**src/rtl/example_sweep_ctrl.sv**
```systemverilog
// example_sweep_ctrl: drives every input vector of the 6-input "example" unit,
// waits a settle window per vector, samples Y and accumulates the unit's truth
// table and ones count behind a start/done handshake.
// Optional feature macro: SWEEP_SIG_EN adds an 8-bit MISR over the sampled Y
// stream and the sig_out port.
module example_sweep_ctrl #(
  parameter int NIN    = 6,
  parameter int SETTLE = 1
) (
  input  logic                clk,
  input  logic                rst,
  input  logic                start,
  input  logic                abort,
  input  logic                y_in,
  output logic [NIN-1:0]      vec_out,
  output logic                busy,
  output logic                done,
  output logic [NIN:0]        ones_cnt,
`ifdef SWEEP_SIG_EN
  output logic [7:0]          sig_out,
`endif
  output logic [2**NIN-1:0]   table_out
);

  localparam logic [3:0]     SETTLE_C = 4'(SETTLE);
  localparam logic [NIN-1:0] LAST_VEC = {NIN{1'b1}};
  localparam logic [NIN-1:0] VEC_ONE  = {{(NIN-1){1'b0}}, 1'b1};

  typedef enum logic [1:0] {
    ST_IDLE  = 2'd0,
    ST_DRIVE = 2'd1,
    ST_DONE  = 2'd2
  } state_t;

  state_t              state_r, state_s;
  logic [3:0]          hold_r, hold_s;
  logic [NIN-1:0]      vec_s;
  logic                busy_s;
  logic                done_s;
  logic [NIN:0]        ones_s;
  logic [2**NIN-1:0]   table_s;
`ifdef SWEEP_SIG_EN
  logic [7:0]          sig_r, sig_s;

  // One MISR step: shift left, fold the feedback polynomial, inject the new Y bit.
  function automatic logic [7:0] misr_step(input logic [7:0] sig, input logic y);
    misr_step = {sig[6:0], 1'b0} ^ (sig[7] ? 8'h1D : 8'h00) ^ {7'b0000000, y};
  endfunction

  assign sig_out = sig_r;
`endif

  // Next-state and next-output logic; every output is registered from these values.
  always_comb begin
    state_s = state_r;
    hold_s  = hold_r;
    vec_s   = vec_out;
    ones_s  = ones_cnt;
    table_s = table_out;
    busy_s  = 1'b0;
    done_s  = 1'b0;
`ifdef SWEEP_SIG_EN
    sig_s   = sig_r;
`endif
    case (state_r)
      ST_IDLE: begin
        vec_s = {NIN{1'b0}};
        if (start && !abort) begin
          state_s = ST_DRIVE;
          busy_s  = 1'b1;
          hold_s  = 4'd0;
          ones_s  = {(NIN+1){1'b0}};
          table_s = {(2**NIN){1'b0}};
`ifdef SWEEP_SIG_EN
          sig_s   = 8'h00;
`endif
        end else begin
          state_s = ST_IDLE;
        end
      end
      ST_DRIVE: begin
        if (abort) begin
          // Abort wins over the sample edge; partial results stay visible.
          state_s = ST_IDLE;
          vec_s   = {NIN{1'b0}};
          hold_s  = 4'd0;
        end else if (hold_r == SETTLE_C) begin
          table_s[vec_out] = y_in;
          ones_s = ones_cnt + {{NIN{1'b0}}, y_in};
`ifdef SWEEP_SIG_EN
          sig_s  = misr_step(sig_r, y_in);
`endif
          hold_s = 4'd0;
          vec_s  = vec_out + VEC_ONE;
          if (vec_out == LAST_VEC) begin
            state_s = ST_DONE;
            done_s  = 1'b1;
          end else begin
            busy_s  = 1'b1;
          end
        end else begin
          hold_s = hold_r + 4'd1;
          busy_s = 1'b1;
        end
      end
      ST_DONE: begin
        state_s = ST_IDLE;
        vec_s   = {NIN{1'b0}};
      end
      default: begin
        state_s = ST_IDLE;
        vec_s   = {NIN{1'b0}};
      end
    endcase
  end

  // State and output registers with synchronous reset.
  always_ff @(posedge clk) begin
    if (rst) begin
      state_r   <= ST_IDLE;
      hold_r    <= 4'd0;
      vec_out   <= {NIN{1'b0}};
      busy      <= 1'b0;
      done      <= 1'b0;
      ones_cnt  <= {(NIN+1){1'b0}};
      table_out <= {(2**NIN){1'b0}};
`ifdef SWEEP_SIG_EN
      sig_r     <= 8'h00;
`endif
    end else begin
      state_r   <= state_s;
      hold_r    <= hold_s;
      vec_out   <= vec_s;
      busy      <= busy_s;
      done      <= done_s;
      ones_cnt  <= ones_s;
      table_out <= table_s;
`ifdef SWEEP_SIG_EN
      sig_r     <= sig_s;
`endif
    end
  end

endmodule

```
**config.mk**
```make
export PLATFORM = sky130hd
export DESIGN_NAME = example_sweep_ctrl
export DESIGN_NICKNAME = d
export VERILOG_FILES = /design/src/rtl/example_sweep_ctrl.sv
export SDC_FILE = /design/constraint.sdc
export NUM_CORES = 1
export LEC_CHECK = 0
export CELL_PAD_IN_SITES_DETAIL_PLACEMENT = 0
export CELL_PAD_IN_SITES_GLOBAL_PLACEMENT = 1
export CORE_MARGIN = 1
export CORE_UTILIZATION = 35
export DETAILED_ROUTE_END_ITERATION = 7
export GPL_TIMING_DRIVEN = 1
export HOLD_SLACK_MARGIN = 0.06
export PLACE_DENSITY = 0.81
export SLEW_MARGIN = 20
export SYNTH_ARGS = -nofsm -noshare
export SYNTH_HDL_FRONTEND = slang
export SYNTH_SLANG_ARGS = --single-unit
```
**constraint.sdc**
```tcl
create_clock -name clk -period 2.6 [get_ports clk]
set_input_delay 0.78 -clock clk [delete_from_list [all_inputs] [get_ports clk]]
set_output_delay 0.78 -clock clk [all_outputs]
set_load 0.01 [all_outputs]
```
==> impl_metrics.csv, run 1 <==
group,metric,value,unit
logic_synthesis,synth_top_family_by_area,"compound AO/OA/AOI/OAI gates",
logic_synthesis,synth_top_area_share,41.7,%
die,dieArea,0.0121,mm^2
placed_design,hpwlAfterDp,7970,um
timing,hold_violations,0,
worst_setup_path,crit_fanout,10,
finish,area_growth,31.6,%
clocking,cts-htree-levels,3,
worst_setup_path,endpoint_kind,"register",
routing,drcViolationCount,0,
clocking,cts-resized-gates,0,
clocking,cts_root_buf,"clkbuf_16",
timing,clock_skew,0.00726,ns
die,core_area,0.0114,mm^2
logic_synthesis,synth-edff-count,0,
clocking,cts_made_buffers,9,
routing,routed-via-count,3966,
routing,wl_per_cell,16.6,um
power,p_int,2.08,mW
logic_synthesis,synthCells,515,
worst_setup_path,cp.required,2.84,ns
finish,diodes,0,
clocking,cts_max_path_buffers,2,
logic_synthesis,synth-compound-area-share,25.8,%
routing,post_drt_via_cell_ratio,5.40,
min_path,hold_class,"register to register",
clocking,path_clk_slew,0.06,ns
grt,antenna_found_initial,0,
power,p_clk_share,46.5,%
logic_synthesis,ys_top_cells_by_count,"o21ai_0 (124), dfxtp_1 (85), a21oi_1 (70)",
worst_setup_path,arrival,2.55,ns
logic_synthesis,synth_seq_cells,85,
timing,finalSetupViolCount,0,
grt,grt_pass1_wl,19500,um
logic_synthesis,syn_area_per_cell,7.92,um^2
clocking,cts_sinks,85,
logic_synthesis,synthTopCellsByArea,"dfxtp_1 (42%), o21ai_0 (15%), nor2b_1 (9.7%)",
power,ir_drop,0.000252,V
timing,slew_headroom,56.3,%
finish,instances_no_fill,734,
finish,layout.nets,598,
logic_synthesis,ys.flop_type,"dfxtp_1",
logic_synthesis,synth_top_area_cell,"dfxtp_1",
die,io_pins,84,
grt,grt_usage,21.2,%
placed_design,io_buffer_count,83,
die,die_h,110,um
outcome,outcome,"finished clean",
logic_synthesis,synthMuxAreaShare,0.736,%
die,die_x,110,um
power,pwr_density_cell,496,mW/mm^2
worst_setup_path,critPathKind,"input port to register",
job,maxCapViolCount,0,
logic_synthesis,synth_xor_area_share,1.29,%
timing,fin_crit_sh,88.8,%
worst_setup_path,critPathLaunchType,"input port",
logic_synthesis,synth_most_common_cell,"o21ai_0",
logic_synthesis,yosys.cell_types.count,40,
power,p_sw,587,uW
placed_design,place_congestion,0.816,
finish,drive_gt1_share,8.29,%
placed_design,dp_cells,720,
logic_synthesis,synth_nets,525,
logic_synthesis,yosysSeqAreaShare,41.7,%
logic_synthesis,synth-simple-area-share,23.4,%
routing,drtAntennaViolNets,0,
timing,slew_viol_final,0,
power,p_sw_share,22.1,%
routing,drt-pass1-iter-count,5,
die,rows,39,
power,power_leakage,1.88,nW
clocking,cts_tree,"done",
die,start_util,35.9,%
logic_synthesis,synthArstFlopShare,0,%
power,p_comb_share,4.4,%
power,seqPwrFrac,49.1,%
clocking,post-cts-setup-buffers,0,
routing,first_iter_violations,345,
timing,setup-tns-final,0,ns
clocking,clk_latency,0.34,ns
grt,grt_pass1_vias,3759,
logic_synthesis,yosys.area_share.adder,1.53,%
timing,period_needed,2.31,ns
routing,wirelength,12200,um
logic_synthesis,synth_area,0.00408,mm^2
timing,grt_setup_unrepaired,"false",
logic_synthesis,yosys_warnings,0,
grt,grt_max_degree,47,
clocking,cts_hold_buf,0,
timing,max_freq,433,MHz
timing,worst_pin_slew,0.653,ns
grt,overflow,0,
## power groups by stage
stage | logic [mW] | registers [mW] | clock network, mW
final | 0.118 | 1.31 | 1.24
after global routing | 0.130 | 1.31 | 1.33
after CTS | 0.116 | 1.31 | 1.26
after detailed placement | 0.116 | 1.34 | 0
after global placement | 0.115 | 1.34 | 0
after floorplan | 0.0788 | 1.34 | 0
## final timing paths
kind	from	to	slack (ns)	cells past startpoint
setup / recovery	abort	table_out[11]	0.29	6
setup reg to reg	state_r[0]	table_out[0]	0.64	5
hold / removal	ones_cnt[6]	ones_cnt[6]	0.48	2
hold reg to reg	ones_cnt[6]	ones_cnt[6]	0.48	2
## registers in the layout, summed over array words and instances, names as in the netlist
signal     flops
busy           1
done           1
hold_r         4
ones_cnt       7
state_r        2
table_out     64
vec_out        6
## cells in the final DEF, fill, tap and decap left out, types with 5 or more instances in the layout
cell type / netlist / routed
a21oi_1: 70 / 70
and3b_1: 6 / 6
buf_4: 1 / 22
clkbuf_16: 0 / 9
clkdlybuf4s50_1: 0 / 82
dfxtp_1: 85 / 85
ha_1: 5 / 5
inv_1: 9 / 9
nand2_1: 23 / 23
nand3_1: 10 / 10
nand4_1: 5 / 5
nor2_1: 15 / 15
nor2b_1: 63 / 63
nor3b_2: 7 / 7
o21ai_0: 124 / 124
xor2_1: 5 / 5
## cell families (layout without fill, tap and decap cells)
group / Yosys count / in the layout
muxes: 3 / 3
buffers and inverters: 53 / 129
xor gates and xnor gates: 6 / 6
DFF: 85 / 85
AOI/OAI and AO/OA: 206 / 206
and+or+nand+nor: 157 / 157
adders and majority gates: 5 / 5
## stage by stage
step / area [um^2] / worst slack, ns / total power, mW / utilization [%] / hold slack [ns]
6_report: 5370 / 0.290 / 2.66 / 47.2 / 0.479
5_1_grt: 5370 / 0.180 / 2.76 / 47.2 / 0.508
4_1_cts: 5370 / 0.285 / 2.68 / 47.2 / 0.486
3_5_place_dp: 5090 / 0.00897 / 1.45 / 44.8 / 0.476
3_3_place_gp: 5090 / 0.0496 / 1.45 / 44.8 / 0.470
2_1_floorplan: 4080 / 0.513 / 1.41 / - / 0.486
## final cells by class
cell class / count / area, um^2
Clock buffer: 10 / 229
Timing Repair Buffer: 106 / 1010
Clock inverter: 4 / 51.3
Inverter: 9 / 33.8
Multi-Input combinational cell: 377 / 2160
Tap cell: 143 / 179
Sequential cell: 85 / 1700
Fill cell: 1126 / 6000
## routing by layer
metal,global-route usage [%],wire (um)
met2,32.4,5600
met1,29.4,5690
met4,6.48,179
met5,0,0
met3,4.98,711
## worst max-delay path, stage by stage
cell and delay (ns):
clkdlybuf4s50_1 0.49, nor3b_2 0.39, and2_1 0.26, buf_4 0.22, nand2_1 0.17, o21ai_0 0.24
Power figures use the tool's default switching activity.
==> run 2, diff against run 1 <==
Settings changed: CORE_MARGIN 1 to 2, DONT_BUFFER_PORTS from default to 1, PLACE_DENSITY 0.81 to 0.69.
==> run 2 against run 1 <==
  * Core utilization shrank 7.6 points
  * Routed wire length grew 4.1%
  * Cell area shrank 16%
  * First-iteration DRC count shrank 31%
  * Combinational power shrank 31%
  * Count of clock-buffer cells in the layout is the same
  * Critical path depth is the same
  * Largest cell class unchanged
  * Highest routed layer unchanged
==> impl_metrics.csv, run 2 (same netlist as run 1, synthesis figures left out) <==
group,metric,value,unit
die,io_pins,84,
grt,grt_pass1_wl,19100,um
finish,final_common_cell,"o21ai_0",
outcome,outcome,"finished clean",
routing,first_iter_violations,238,
clocking,cts_root_buf,"clkbuf_16",
finish,drive_gt1_share,9.11,%
routing,post_drt_via_cell_ratio,5.57,
timing,finalSetupViolCount,0,
routing,wl_per_cell,19.6,um
clocking,clk_latency,0.34,ns
placed_design,place_congestion,0.758,
worst_setup_path,cp.required,2.81,ns
worst_setup_path,endpoint_kind,"register",
power,seqPwrFrac,48.0,%
finish,final_cell_mix,"o21ai_0 (124), dfxtp_1 (85), a21oi_1 (70), nor2b_1 (63), nand2_1 (23)",
finish,layout.nets,510,
timing,hold_violations,0,
clocking,cts_sinks,85,
routing,drt-pass1-iter-count,4,
worst_setup_path,critPathLaunchType,"register",
power,p_comb_share,3.0,%
timing,grt_setup_unrepaired,"false",
power,p_clk_share,49.0,%
worst_setup_path,arrival,2.27,ns
timing,slew_headroom,56.7,%
routing,top_layer,"met4",
worst_setup_path,critPathMaxStageDelay,0.51,ns
placed_design,io_buffer_count,0,
routing,routed-via-count,3608,
power,ir_drop,0.000309,V
clocking,cts_made_buffers,9,
grt,grt_max_degree,76,
worst_setup_path,slowest_stage,"nand2b_2",
grt,grt_usage,19.5,%
power,p_sw,618,uW
routing,drtAntennaViolNets,0,
die,die_x,112,um
grt,antenna_found_initial,0,
clocking,cts_tree,"done",
worst_setup_path,crit_fanout,25,
timing,fin_crit_sh,79.0,%
clocking,cts_max_path_buffers,2,
finish,largest_reg_flops,64,
power,pwr_density_cell,602,mW/mm^2
worst_setup_path,crit_family,"buffers and inverters",
worst_setup_path,cp_cell_sequence,"nand2b_2 > buf_4 > buf_4 > a21oi_1 > o21ai_0 > o21ai_0",
routing,wl_met3,1140,um
power,p_int,2.11,mW
job,maxCapViolCount,0,
routing,dr_wl_met2,5610,um
placed_design,placed_cell_area,0.00421,mm^2
clocking,post-cts-setup-buffers,0,
placed_design,hpwlAfterDp,8180,um
power,power,2.72,mW
clocking,cts-resized-gates,0,
finish,area_growth,10.9,%
finish,largest_registers,"table_out (64), ones_cnt (7), vec_out (6)",
timing,worst_pin_slew,0.646,ns
power,power_leakage,1.58,nW
worst_setup_path,critPathKind,"register to register",
min_path,hold_class,"input port to register",
die,core_area,0.0114,mm^2
routing,drt-met1-wl,5760,um
finish,diodes,0,
clocking,cts-htree-levels,3,
routing,drcViolationCount,0,
die,die_h,112,um
timing,period_needed,2.05,ns
routing,wirelength,12700,um
power,p_sw_share,22.7,%
die,rows,39,
timing,setup-tns-final,0,ns
die,start_util,35.7,%
timing,slew_viol_final,0,
clocking,path_clk_slew,0.06,ns
die,dieArea,0.0125,mm^2
timing,max_freq,487,MHz
grt,grt_pass1_vias,3224,
worst_setup_path,crit_buf_inv,2,
timing,clock_skew,0.00668,ns
clocking,cts_hold_buf,0,
grt,overflow,0,
finish,fin_area,0.00452,mm^2
finish,top_register,"table_out",
[run 2: metrics by stage]
stage | setup WS [ns] | utilization, % | cells | hold WS, ns
2_1_floorplan | 0.513 | - | 515 | 0.486
3_3_place_gp | 0.360 | 36.9 | 632 | 0.501
3_5_place_dp | 0.358 | 36.9 | 632 | 0.507
4_1_cts | 0.570 | 39.6 | 648 | 0.500
5_1_grt | 0.384 | 39.6 | 648 | 0.498
6_report | 0.547 | 39.6 | 648 | 0.510
[run 2: final timing paths]
path | from | to | cells after the start | slack [ns]
worst min register to register | ones_cnt[6] | ones_cnt[6] | 2 | 0.52
worst max register to register | state_r[1] | table_out[60] | 6 | 0.55
worst min-delay path | abort | state_r[0] | 1 | 0.51
worst max-delay path | state_r[1] | table_out[60] | 6 | 0.55
[run 2: metal layers]
| metal | vias to the layer above | global-route usage, % |
|---|---|---|
| met3 | 11 | 7.13 |
| met1 | 1719 | 27.3 |
| met2 | 102 | 28.3 |
| met4 | 0 | 5.61 |
| met5 | - | 0 |
| li1 | 1776 | - |
[run 2: cell type report]
| cell class | count | area, um^2 |
|---|---|---|
| Fill cell | 1161 | 6890 |
| Multi-Input combinational cell | 377 | 2160 |
| Sequential cell | 85 | 1700 |
| Clock buffer | 10 | 239 |
| Tap cell | 143 | 179 |
| Timing Repair Buffer | 18 | 135 |
| Clock inverter | 6 | 72.6 |
| Inverter | 9 | 33.8 |
[run 2: worst register-to-register path, delay by kind of cell (launching register included)]
kind / cells / cell delay [ns]
AO/OA/AOI/OAI: 3 / 0.30
buffers and inverters: 2 / 0.61
AND/OR/NAND/NOR: 1 / 0.52
flip-flops: 1 / 0.49
[run 2: power groups by stage]
stage               clock network, mW  logic [mW]  registers (mW)
floorplan                           0      0.0788            1.34
global placement                    0      0.0813            1.34
detailed placement                  0      0.0813            1.34
CTS                              1.36      0.0816            1.31
global route                     1.41      0.0902            1.31
finish                           1.34      0.0816            1.31
==> run 3, diff against run 2 <==
Clock period 2.6 ns to 1.9 ns, I/O delays scaled along.
==> run 3 against run 2 <==
  * First-iteration DRC count is 16% higher
  * Power grew 30%
  * Setup slack lost 0.41 ns
  * Hold slack lost 0.21 ns
  * Largest cell class unchanged
==> impl_metrics.csv, run 3 (same netlist as run 1, synthesis figures left out) <==
group,metric,value,unit
outcome,outcome,"finished clean",
grt,grt_pass1_wl,19600,um
routing,drt-pass1-iter-count,4,
clocking,clk_latency,0.34,ns
timing,setup-tns-final,0,ns
finish,final_cell_mix,"o21ai_0 (124), dfxtp_1 (85), a21oi_1 (70), nor2b_1 (63), buf_4 (33)",
timing,slew_headroom,65.5,%
clocking,cts_tree,"done",
clocking,cts_root_buf,"clkbuf_16",
power,power,3.54,mW
routing,drtAntennaViolNets,0,
worst_setup_path,critPathKind,"register to register",
timing,hold_violations,0,
routing,routed-via-count,3714,
job,maxCapViolCount,0,
grt,antenna_found_initial,0,
power,power_leakage,1.69,nW
finish,fill_cells,1196,
clocking,cts-htree-levels,3,
routing,wl_per_cell,18.8,um
die,die_x,112,um
worst_setup_path,arrival,2.04,ns
finish,area_growth,14.0,%
die,core_area,0.0114,mm^2
worst_setup_path,critPathLaunchType,"register",
timing,clock_skew,0.00422,ns
clocking,cts_sinks,85,
timing,finalSetupViolCount,0,
worst_setup_path,r2r_cells,4,
worst_setup_path,cp.required,2.17,ns
worst_setup_path,reg2reg_to,"ones_cnt[5]",
finish,diodes,0,
die,dieArea,0.0125,mm^2
routing,wirelength,12500,um
min_path,hold_path_depth,1,
finish,layout.nets,528,
power,ir_drop,0.000461,V
finish,largest_reg_flops,64,
finish,final_common_cell,"o21ai_0",
clocking,cts_made_buffers,9,
worst_setup_path,crit_fanout,8,
die,start_util,35.7,%
power,pwr_density_cell,761,mW/mm^2
worst_setup_path,reg2reg_slack,0.13,ns
routing,drcViolationCount,0,
grt,grt_usage,19.9,%
placed_design,place_congestion,0.810,
grt,grt_pass1_vias,3370,
placed_design,io_buffer_count,0,
finish,drive_gt1_share,11.9,%
timing,fin_hold_ws,0.301,ns
clocking,cts_max_path_buffers,2,
grt,overflow,0,
worst_setup_path,endpoint_kind,"register",
timing,grt_setup_unrepaired,"false",
finish,largest_registers,"table_out (64), ones_cnt (7), vec_out (6)",
timing,period_needed,1.77,ns
routing,first_iter_violations,276,
timing,worst_pin_slew,0.516,ns
grt,grt_max_degree,76,
timing,slew_viol_final,0,
routing,post_drt_via_cell_ratio,5.59,
min_path,holdPathEnd,"hold_r[1]",
timing,fin_crit_sh,93.0,%
min_path,min_from,"rst",
min_path,hold_class,"input port to register",
die,rows,39,
die,io_pins,84,
placed_design,hpwlAfterDp,8050,um
timing,max_freq,566,MHz
die,die_h,112,um
worst_setup_path,regToRegStartpoint,"state_r[1]",
clocking,path_clk_slew,0.06,ns
finish,top_register,"table_out",
[run 3: changes by cell type in the layout (fill, tap and decap cells not counted), moves of 2 or more]
cell / before / now
clkinv_2: 0 / 2
buf_12: 0 / 2
clkinv_4: 4 / 0
buf_4: 18 / 33
[run 3: power breakdown]
part | internal [mW] | switching [mW] | total (mW)
clock network | 0.939 | 0.688 | 1.63
registers | 1.78 | 0.00421 | 1.79
logic | 0.0412 | 0.0785 | 0.120
[run 3: cell type report]
type,instances,area (um^2),area share [%]
multi-input combinational,377,2160,46.6
sequential,85,1700,36.6
timing repair buffer,36,303,6.51
clock buffer,12,256,5.52
tap,143,179,3.85
inverter,9,33.8,0.727
clock inverter,2,10.0,0.215
[run 3: per-layer routing]
layer	share of wire [%]	up-vias	GRT usage, %
li1	-	1804	-
met1	47	1792	28.0
met2	44	106	29.1
met3	7.4	12	5.44
met4	1.5	0	7.32
met5	0	-	0
[run 3: how the worst max path moves through the flow]
stage               slack (ns)             to        from  cells after the start
CTS                       0.03   table_out[7]   hold_r[0]                      5
global route              0.02           busy  vec_out[3]                      4
finish                    0.13    ones_cnt[5]  state_r[1]                      4
global placement          0.07   table_out[0]   hold_r[0]                      5
detailed placement        0.03  table_out[11]       abort                      5
floorplan                 0.02    ones_cnt[5]       abort                      5
[run 3: metrics by stage]
step / area (um^2) / setup slack [ns] / std cells / util, %
2_1_floorplan: 4080 / 0.0229 / 515 / -
3_3_place_gp: 4370 / 0.0711 / 650 / 38.3
3_5_place_dp: 4370 / 0.0316 / 650 / 38.3
4_1_cts: 4640 / 0.0341 / 664 / 40.6
5_1_grt: 4650 / 0.0168 / 664 / 40.7
6_report: 4650 / 0.133 / 664 / 40.7
[run 3: repair_timing]
item,CTS,global route
endpoints found under the setup margin,0,56
resized for setup,0,3
setup buffers,0,0
hold buffers,0,0
[run 3: critical path, cell delays in order (launching register included)]
cell and delay (ns):
dfxtp_1 0.38, nor4b_2 0.54, a21oi_4 0.10, or4_1 0.53, a21oi_1 0.15
